`src/rtl/if_instr_queue.sv`:
```
// if_instr_queue: fetch-to-decode circular instruction queue with one-cycle flush.
// Define IFQ_BYPASS_EN to let an empty queue pass fetch straight through to the IF_* outputs.
module if_instr_queue #(
   parameter int DEPTH  = 4,
   parameter int EXC_W  = 4,
   parameter int PRED_W = 34
) (
   input  logic                       clk,
   input  logic                       rst,
   input  logic                       IF_Flush,
   input  logic                       Fetch_Valid,
   output logic                       Fetch_Ready,
   input  logic [31:0]                Fetch_Instr,
   input  logic [31:0]                Fetch_PC,
   input  logic [EXC_W-1:0]           Fetch_ExceptType,
   input  logic [PRED_W-1:0]          Fetch_PResult,
   input  logic                       ID_Wr,
   output logic                       IF_Valid,
   output logic [31:0]                IF_Instr,
   output logic [31:0]                IF_PC,
   output logic [EXC_W-1:0]           IF_ExceptType,
   output logic [PRED_W-1:0]          IF_PResult,
   output logic [$clog2(DEPTH):0]     IFQ_Count
);
   localparam int AW = $clog2(DEPTH);
   localparam int CW = AW + 1;

   logic [31:0]       instr_q [DEPTH];
   logic [31:0]       pc_q    [DEPTH];
   logic [EXC_W-1:0]  exc_q   [DEPTH];
   logic [PRED_W-1:0] pred_q  [DEPTH];
   logic [AW-1:0]     rd_ptr, wr_ptr;
   logic [CW-1:0]     count;
   logic              stored, byp, push, pop;

   assign stored      = count != '0;
   assign Fetch_Ready = count < CW'(DEPTH);
`ifdef IFQ_BYPASS_EN
   assign byp = !stored && Fetch_Valid && !IF_Flush;
`else
   assign byp = 1'b0;
`endif
   assign IF_Valid  = stored || byp;
   assign pop       = stored && ID_Wr && !IF_Flush;
   // a bypassed entry taken by ID this cycle is never stored
   assign push      = Fetch_Valid && Fetch_Ready && !IF_Flush && !(byp && ID_Wr);
   assign IFQ_Count = count;

   always_comb begin
      IF_Instr      = stored ? instr_q[rd_ptr] : byp ? Fetch_Instr      : '0;
      IF_PC         = stored ? pc_q[rd_ptr]    : byp ? Fetch_PC         : '0;
      IF_ExceptType = stored ? exc_q[rd_ptr]   : byp ? Fetch_ExceptType : '0;
      IF_PResult    = stored ? pred_q[rd_ptr]  : byp ? Fetch_PResult    : '0;
   end

   always_ff @(posedge clk or posedge rst) begin
      if (rst) begin
         rd_ptr <= '0;
         wr_ptr <= '0;
         count  <= '0;
      end else if (IF_Flush) begin
         rd_ptr <= '0;
         wr_ptr <= '0;
         count  <= '0;
      end else begin
         rd_ptr <= rd_ptr + AW'(pop);
         wr_ptr <= wr_ptr + AW'(push);
         count  <= count + CW'(push) - CW'(pop);
      end
   end

   always_ff @(posedge clk) begin
      if (push) begin
         instr_q[wr_ptr] <= Fetch_Instr;
         pc_q[wr_ptr]    <= Fetch_PC;
         exc_q[wr_ptr]   <= Fetch_ExceptType;
         pred_q[wr_ptr]  <= Fetch_PResult;
      end
   end
endmodule

```
`config.mk`:
```
export PLATFORM = sky130hd
export DESIGN_NAME = if_instr_queue
export DESIGN_NICKNAME = d
export VERILOG_FILES = /design/src/rtl/if_instr_queue.sv
export SDC_FILE = /design/constraint.sdc
export NUM_CORES = 1
export LEC_CHECK = 0
export ABC_AREA = 0
export BUFFER_PORTS_ARGS = -buffer_cell sky130_fd_sc_hd__buf_2
export CAP_MARGIN = 20
export CORE_UTILIZATION = 40
export DETAILED_ROUTE_END_ITERATION = 6
export PLACE_DENSITY = 0.61
export SLEW_MARGIN = 20
export SYNTH_ARGS = -nofsm -noshare
export SYNTH_HDL_FRONTEND = slang
export SYNTH_SLANG_ARGS = --single-unit
```
`constraint.sdc`:
```
create_clock -name clk -period 13.3 [get_ports clk]
set_clock_uncertainty 0.1 [all_clocks]
set_input_delay 2.66 -clock clk [delete_from_list [all_inputs] [get_ports clk]]
set_output_delay 2.66 -clock clk [all_outputs]
set_load 0.05 [all_outputs]
```
==> flow_metrics.py, run 1 <==
metrics = {
    "outcome": {
        "status": "complete, no violations",
    },
    "route": {
        "initialDrtViolationCount": 425,
        "dr.pass1.iters": 4,
        "routed.top_layer": "met5",
        "met3WireLength_um": 1790,
        "drtAntennaViolNets": 0,
        "viasPerCell": 4.96,
        "drt-wirelength-per-cell_um": 21.0,
        "wl_met1_um": 13500,
        "met2WireLength_um": 15100,
        "drc_errors": 0,
        "finalWirelength_um": 31000,
        "via_count": 7297,
    },
    "global_routing": {
        "grt_pass1_wl_um": 47100,
        "grt_overflow_total": 0,
        "first_global_vias": 7629,
        "grt_use_total_pct": 15.5,
        "grt_max_degree": 72,
        "antenna_found_initial": 7,
    },
    "yosys": {
        "yosysTopAreaCell": "edfxtp_1",
        "post_synth.cell_area_avg_um2": 23.2,
        "yosys_warnings": 0,
        "synth_fp_nets": 792,
        "ys_types": 22,
        "ys_ff_latch": 415,
        "syn-instance-count": 680,
        "netlist.area_leader.share_pct": 77.6,
        "synth_seq_area_share_pct": 78.8,
        "netlist_area_um2": 15800,
        "ys_top_cells_by_area": "edfxtp_1 78%, mux4_2 15%, and2_1 4.0%",
    },
    "sta": {
        "period_share_pct": 44.5,
        "rsz0062_at_grt": "false",
        "max_freq_mhz": 169,
        "hold_violations": 0,
        "slew_violations": 0,
        "fin_setup_tns_ps": 0,
        "period_minus_slack_ps": 5910,
        "setup_viol": 0,
        "maxSlewHeadroom_pct": 29.9,
        "tightest_slew_ps": 1050,
    },
    "final_layout": {
        "layout-drive-gt1-share_pct": 41.8,
        "layout_common_cells": "408 x edfxtp_1, 213 x buf_2, 102 x mux4_2, 102 x and2_1, 46 x clkbuf_16",
        "stdcell_area_um2": 18800,
        "syn_to_final_growth_pct": 19.2,
        "fill_cells": 3242,
        "fin_nets": 1029,
        "layout_commonest_cell": "edfxtp_1",
    },
    "power": {
        "internal_power_w": 0.00243,
        "p_leak_nw": 6.41,
        "p_switching_w": 0.00125,
        "vdd_drop_max_mv": 0.168,
        "power_frac_clock_pct": 31.0,
        "p_sw_share_pct": 33.9,
        "p_per_area_nw_per_um2": 196,
        "power_w": 0.00368,
        "pwr-share-comb_pct": 28.0,
        "seq_power_share_pct": 41.0,
    },
    "clock_tree": {
        "root_buffer": "clkbuf_16",
        "cts_resized": 0,
        "cts_setup_buffers": 0,
        "cts_buffers": 44,
        "tritoncts": "done",
        "insertion_delay_ps": 540,
        "clock_sinks": 415,
        "ctsHoldBuffers": 0,
        "clockBufferDepth": 3,
        "cts-htree-levels": 2,
        "clk_pin_slew_ps": 60,
    },
    "placed_design": {
        "finalWeightedCongestion": 0.713,
        "io_buffers": 213,
        "dpl_cell_area_um2": 17400,
        "dpl.hpwl_um": 18100,
    },
    "floorplanning": {
        "dieWidth_um": 201,
        "row_count": 72,
        "dieArea_um2": 40200,
        "coreArea_um2": 38700,
        "die-height_um": 201,
        "io_pins": 214,
        "start_util_pct": 40.7,
    },
    "setup_path": {
        "r2r-start": "IFQ_Count[1]",
        "crit_path_start": "rd_ptr[1]",
        "path_max_fanout": 55,
        "cp.required_ps": 10540,
        "cp-start-kind": "flip-flop",
        "crit_arrival_ps": 3150,
        "end_kind": "output pin",
        "crit_type": "flip-flop to output pin",
    },
    "flow_run": {
        "cap_viol_max_count": 0,
    },
    "worst_hold_path": {
        "min_from": "wr_ptr[1]",
        "hp-class": "flip-flop to flip-flop",
    },
}
[synth_stat cells]
cell and count:
edfxtp_1 408, and2_1 102, mux4_2 102, clkbuf_1 12, buf_2 11, buf_6 8
dfrtp_1 7, inv_1 5, ha_1 4, nor2_1 4, nor2b_1 3, buf_1 2
nor3b_1 2, xnor2_1 2, and3_1 1, and3b_1 1, buf_4 1, fa_1 1
nor3_1 1, or3_1 1, or3b_2 1, xnor3_1 1
[critical path, cell delays in order (launching register included)]
cell and delay (ps):
dfrtp_4 880, buf_4 800, mux4_2 460, and2_1 180, buf_2 200
[cell type report]
cell class	count	area (um2)	share of cell area [%]
multi-input cells	226	3150	16.8
diodes	3	7.51	0.0399
well taps	518	648	3.45
repair buffers	225	1180	6.27
clock buffers	51	1170	6.22
flip-flops and latches	415	12400	66.1
inverters	5	18.8	0.0998
clock inverters	28	196	1.04
[logic make-up after synthesis]
| kind of cell | after synthesis | share of synthesized area (%) |
|---|---|---|
| flip-flops | 415 | 78.8 |
| AND/OR/NAND/NOR | 116 | 4.57 |
| multiplexers | 102 | 14.6 |
| buffers and inverters | 39 | 1.42 |
| adder cells (fa/ha/maj) | 5 | 0.444 |
| XOR/XNOR | 3 | 0.254 |
[per-stage QoR]
stage / utilization (%) / std cells / setup WS [ps] / hold slack [ps]
2_1_floorplan: - / 680 / 1810 / 449
6_report: 48.5 / 1471 / 7390 / 558
3_3_place_gp: 44.9 / 1388 / 7690 / 541
3_5_place_dp: 44.9 / 1388 / 7680 / 536
4_1_cts: 48.4 / 1467 / 7280 / 556
5_1_grt: 48.5 / 1469 / 7220 / 632
[path summary, 6_finish.rpt]
check                                       to  slack [ps]  depth (start not counted)
worst min register to register       wr_ptr[1]         560                          2
min in group asynchronous         IFQ_Count[0]        1960                          2
max in group asynchronous            rd_ptr[0]       10880                          2
worst min-delay path                 wr_ptr[1]         560                          2
worst max-delay path            IF_PResult[12]        7390                          4
worst max register to register    IFQ_Count[2]        9940                         10
[registers in the layout, indices dropped and copies added, names as in the netlist]
| signal | count |
|---|---|
| IFQ_Count | 3 |
| pred_q | 136 |
| instr_q | 128 |
| pc_q | 128 |
| exc_q | 16 |
| wr_ptr | 2 |
| rd_ptr | 2 |
[routing by layer]
layer  GRT usage (%)  vias to the layer above
met1            21.5                     3770
met2            24.7                      204
li1                -                     3265
met3            3.83                       50
met5               0                        -
met4            4.06                        8
[power groups by stage]
stage	combinational, W	clock (W)	sequential [W]
after global placement	0.00105	0	0.00153
final	0.00103	0.00114	0.00151
after detailed placement	0.00105	0	0.00154
after floorplan	0.000790	0	0.00155
after global routing	0.00109	0.00122	0.00151
after CTS	0.00106	0.00117	0.00151
No activity file was read; power rests on OpenSTA's default activity.
==> inputs of run 2 (changes only) <==
--- a/config.mk
+++ b/config.mk
@@ -10,7 +10,7 @@
 export CAP_MARGIN = 20
 export CORE_UTILIZATION = 40
 export DETAILED_ROUTE_END_ITERATION = 6
-export PLACE_DENSITY = 0.61
+export PLACE_DENSITY = 0.63
 export SLEW_MARGIN = 20
 export SYNTH_ARGS = -nofsm -noshare
 export SYNTH_HDL_FRONTEND = slang
==> constraint.sdc (replaced) <==
create_clock -name clk -period 4.88 [get_ports clk]
set_clock_uncertainty 0.1 [all_clocks]
set_input_delay 0.976 -clock clk [delete_from_list [all_inputs] [get_ports clk]]
set_output_delay 0.976 -clock clk [all_outputs]
set_load 0.05 [all_outputs]
==> flow_metrics.py, run 2 (same netlist as run 1, synthesis figures left out) <==
metrics = {
    "final_layout": {
        "layout_commonest_cell": "edfxtp_1",
        "fin_nets": 1031,
        "largest_reg_flops": 136,
        "layout_common_cells": "408 x edfxtp_1, 213 x buf_2, 102 x mux4_2, 102 x and2_1, 45 x clkbuf_16",
        "layout-drive-gt1-share_pct": 41.4,
        "top_regs": "pred_q (136), instr_q (128), pc_q (128)",
        "stdcell_area_um2": 18900,
        "finish.utilization_pct": 48.7,
        "syn_to_final_growth_pct": 19.6,
        "top_register": "pred_q",
    },
    "sta": {
        "tightest_slew_ps": 964,
        "fin_setup_tns_ps": 0,
        "hold_violations": 0,
        "rsz0062_at_grt": "false",
        "max_freq_mhz": 263,
        "period_minus_slack_ps": 3800,
        "maxSlewHeadroom_pct": 35.7,
        "setup_viol": 0,
        "slew_violations": 0,
        "period_share_pct": 77.9,
    },
    "global_routing": {
        "first_global_vias": 8067,
        "grt_overflow_total": 0,
        "grt_pass1_wl_um": 47800,
        "grt_max_degree": 70,
        "grt_use_total_pct": 15.8,
        "antenna_found_initial": 4,
    },
    "clock_tree": {
        "cts_setup_buffers": 0,
        "cts_resized": 0,
        "root_buffer": "clkbuf_16",
        "clock_sinks": 415,
        "tritoncts": "done",
        "ctsHoldBuffers": 0,
        "clockBufferDepth": 3,
        "clk_pin_slew_ps": 60,
        "cts_buffers": 44,
        "insertion_delay_ps": 560,
        "cts-htree-levels": 2,
    },
    "outcome": {
        "status": "complete, no violations",
    },
    "floorplanning": {
        "dieArea_um2": 40200,
        "row_count": 72,
        "die-height_um": 201,
        "io_pins": 214,
        "dieWidth_um": 201,
        "start_util_pct": 40.7,
        "coreArea_um2": 38700,
    },
    "placed_design": {
        "io_buffers": 213,
        "finalWeightedCongestion": 0.709,
        "dpl.hpwl_um": 17500,
        "dpl_cell_area_um2": 17500,
    },
    "route": {
        "viasPerCell": 5.00,
        "drc_errors": 0,
        "dr.pass1.iters": 4,
        "drtAntennaViolNets": 0,
        "finalWirelength_um": 31100,
        "initialDrtViolationCount": 392,
        "drt-wirelength-per-cell_um": 21.1,
        "via_count": 7371,
    },
    "setup_path": {
        "cp-start-kind": "flip-flop",
        "path_max_fanout": 48,
        "crit_type": "flip-flop to output pin",
        "crit_arrival_ps": 2720,
        "cp.required_ps": 3800,
        "end_kind": "output pin",
    },
    "power": {
        "p_leak_nw": 6.41,
        "vdd_drop_max_mv": 0.353,
        "p_per_area_nw_per_um2": 531,
    },
    "flow_run": {
        "cap_viol_max_count": 0,
    },
    "worst_hold_path": {
        "hp-class": "primary input to asynchronous set/reset pin",
    },
}
==> run 2: changes by cell type in the layout (fill, tap and decap cells not counted), sizes merged <==
cell,change
clkinv,-6
clkbuf,+5
buf,+2
inv,+2
==> run 2: final cells by class <==
type	instances	area (um2)
fill	3233	19900
clock buffer	56	1170
timing repair buffer	227	1250
tap	518	648
sequential	415	12400
multi-input combinational	226	3170
antenna	3	7.51
inverter	5	18.8
clock inverter	24	170
==> run 2: critical path, stage by stage (launching register included) <==
cell and delay, ps:
dfrtp_4 980, buf_12 350, mux4_2 350, and2_1 190, buf_2 220
==> run 2: stage by stage <==
| step | power (W) | std cells | worst slack [ps] | hold slack [ps] |
|---|---|---|---|---|
| finish | 0.0100 | 1474 | 1080 | 263 |
| floorplan | 0.00635 | 680 | 28.2 | 520 |
| global route | 0.0104 | 1471 | 955 | 267 |
| detailed placement | 0.00705 | 1391 | 1620 | 563 |
| CTS | 0.0102 | 1471 | 1020 | 233 |
| global placement | 0.00703 | 1391 | 1640 | 549 |
==> run 2: layer usage <==
layer  part of all wire [%]  vias up  track usage, %
met5                  0.087        -               0
li1                       -     3267               -
met3                    6.3       37            4.55
met2                     47      194            24.6
met1                     44     3869            21.5
met4                    1.8        4            5.23
==> run 2: report_power, final <==
part	switching [W]	internal (W)	total [W]
Sequential	0.0000447	0.00406	0.00411
Clock	0.00130	0.00180	0.00310
Combinational	0.00206	0.000762	0.00282
==> run 2: worst paths after layout <==
kind | from | to | slack (ps) | cells after the start
setup / recovery | rd_ptr[1] | IF_PResult[20] | 1080 | 4
hold / removal | rst | rd_ptr[0] | 260 | 2
setup reg to reg | IFQ_Count[1] | IFQ_Count[2] | 2020 | 9
hold reg to reg | IFQ_Count[0] | IFQ_Count[0] | 580 | 2
max in group asynchronous | rst | rd_ptr[1] | 4150 | 2
min in group clk | Fetch_PResult[3] | pred_q[2][3] | 520 | 1
==> inputs of run 3 (changes only) <==
==> constraint.sdc (replaced) <==
create_clock -name clk -period 3.12 [get_ports clk]
set_clock_uncertainty 0.1 [all_clocks]
set_input_delay 0.624 -clock clk [delete_from_list [all_inputs] [get_ports clk]]
set_output_delay 0.624 -clock clk [all_outputs]
set_load 0.05 [all_outputs]
==> flow_metrics.py, run 3 (same netlist as run 1, synthesis figures left out) <==
metrics = {
    "sta": {
        "final.setup.worst_slack_ps": 1.78,
        "tightest_slew_ps": 495,
        "maxSlewHeadroom_pct": 67.0,
        "hold_violations": 0,
        "rsz0062_at_grt": "true",
        "period_minus_slack_ps": 3120,
        "slew_violations": 0,
        "whs_ps": 190,
        "setup_viol": 0,
        "max_freq_mhz": 321,
        "period_share_pct": 99.9,
    },
    "clock_tree": {
        "root_buffer": "clkbuf_16",
        "cts_setup_buffers": 0,
        "tritoncts": "done",
        "clk_pin_slew_ps": 60,
        "cts_buffers": 44,
        "insertion_delay_ps": 540,
        "clockBufferDepth": 3,
        "clock_sinks": 415,
        "cts-htree-levels": 2,
    },
    "final_layout": {
        "layout_commonest_cell": "edfxtp_1",
        "layout.cells.non_filler": 1475,
        "layout_common_cells": "408 x edfxtp_1, 213 x buf_2, 102 x mux4_2, 102 x and2_1, 45 x clkbuf_16",
        "largest_reg_flops": 136,
        "layout-drive-gt1-share_pct": 41.9,
        "top_register": "pred_q",
        "fill_cells": 3227,
        "fin_nets": 1039,
        "syn_to_final_growth_pct": 20.6,
        "top_regs": "pred_q (136), instr_q (128), pc_q (128)",
    },
    "worst_hold_path": {
        "hold_path_end": "pc_q[0][13]",
        "hold_path_depth": 1,
        "hp-class": "primary input to flip-flop",
        "min_from": "Fetch_PC[13]",
    },
    "route": {
        "dr.pass1.iters": 5,
        "drt-wirelength-per-cell_um": 20.7,
        "drtAntennaViolNets": 0,
        "via_count": 7438,
        "initialDrtViolationCount": 412,
        "viasPerCell": 5.04,
        "finalWirelength_um": 30600,
        "drc_errors": 0,
    },
    "floorplanning": {
        "row_count": 72,
        "dieWidth_um": 201,
        "die-height_um": 201,
        "start_util_pct": 40.7,
        "io_pins": 214,
        "dieArea_um2": 40200,
        "coreArea_um2": 38700,
    },
    "global_routing": {
        "grt_pass1_wl_um": 47200,
        "top_usage_layer": "met2",
        "grt_overflow_total": 0,
        "antenna_found_initial": 6,
        "grtUsageMet1_pct": 21.1,
        "use_met3_pct": 4.77,
        "grt_max_degree": 104,
        "first_global_vias": 7828,
        "grt_use_met2_pct": 24.9,
        "grt_use_total_pct": 15.6,
    },
    "setup_path": {
        "crit_arrival_ps": 2390,
        "cp_top_family": "buffers and inverters",
        "crit_chain": "bufbuf_16 -> mux4_2 -> and2_1 -> buf_2",
        "r2r-end": "IFQ_Count[2]",
        "r2r-start": "IFQ_Count[1]",
        "critPathBufInv": 2,
        "cp-start-kind": "flip-flop",
        "worst_path_max_delay_cell": "dfrtp_4",
        "reg2regPathDepth": 9,
        "cp.required_ps": 2400,
        "slowest_delay_ps": 510,
        "path_max_fanout": 25,
        "rrSetupSlack_ps": 670,
        "end_kind": "output pin",
        "crit_type": "flip-flop to output pin",
    },
    "flow_run": {
        "cap_viol_max_count": 0,
    },
    "placed_design": {
        "finalWeightedCongestion": 0.684,
        "dp_slack_ps": 482,
        "dpl.hpwl_um": 17800,
        "dp.cells": 1397,
        "io_buffers": 213,
    },
    "power": {
        "p_leak_nw": 6.46,
        "p_per_area_nw_per_um2": 816,
        "vdd_drop_max_mv": 0.483,
    },
    "outcome": {
        "status": "complete, no violations",
    },
}
[run 3: how the worst max path moves through the flow]
| stage | depth (start not counted) | startpoint | end | slack, ps |
|---|---|---|---|---|
| 2_1_floorplan | 3 | IF_Flush | exc_q[2][0] | -1180 |
| 3_3_place_gp | 9 | IF_Flush | IFQ_Count[2] | 470 |
| 3_5_place_dp | 9 | IF_Flush | IFQ_Count[2] | 480 |
| 4_1_cts | 4 | rd_ptr[0] | IF_Instr[9] | -70 |
| 5_1_grt | 4 | rd_ptr[0] | IF_ExceptType[0] | -110 |
| 6_report | 4 | rd_ptr[0] | IF_PC[22] | 2 |
[run 3: routing by layer]
layer / vias to the layer above / share of wire [%]
li1: 3278 / -
met3: 46 / 6.9
met5: - / 0.16
met2: 230 / 48
met1: 3876 / 44
met4: 8 / 1.7
[run 3: worst register-to-register path, delay by kind of cell, from the launching register on]
| family | cells | cell delay (ps) |
|---|---|---|
| adder cells (fa/ha/maj) | 3 | 790 |
| AND/OR/NAND/NOR | 3 | 690 |
| flip-flops | 1 | 440 |
| XOR/XNOR | 1 | 200 |
| buffers and inverters | 2 | 100 |
[run 3: metrics by stage]
stage                     area (um2)  util, %  TNS [ps]  total power (W)
final                          19000     49.1         0           0.0155
after global routing           19000     49.1     -3760           0.0162
after CTS                      19000     49.1     -1890           0.0158
after detailed placement       17700     45.7         0           0.0110
after global placement         17700     45.7         0           0.0110
after floorplan                15800        -   -337140          0.00994
[run 3: final cells by class]
cell class              instances  area [um2]  share of cell area [%]
clock buffers                  53        1160                    6.08
inverters                       5        18.8                  0.0986
flip-flops and latches        415       12400                    65.3
well taps                     518         648                    3.41
repair buffers                235        1470                    7.73
diodes                          3        7.51                  0.0395
clock inverters                20         118                   0.618
multi-input cells             226        3180                    16.7
[run 3: power breakdown]
group / internal [W] / total, W / switching [W]
Sequential: 0.00635 / 0.00642 / 0.0000681
Clock: 0.00269 / 0.00465 / 0.00196
Combinational: 0.00126 / 0.00446 / 0.00320
Total: 0.0103 / 0.0155 / 0.00523
[run 3: repair_timing]
action | in CTS | in global routing
gates cloned | 1 | 0
endpoints found under the hold margin | 7 | 0
hold buffers | 1 | 0
resized for setup | 1 | 1
setup endpoints to repair | 50 | 76
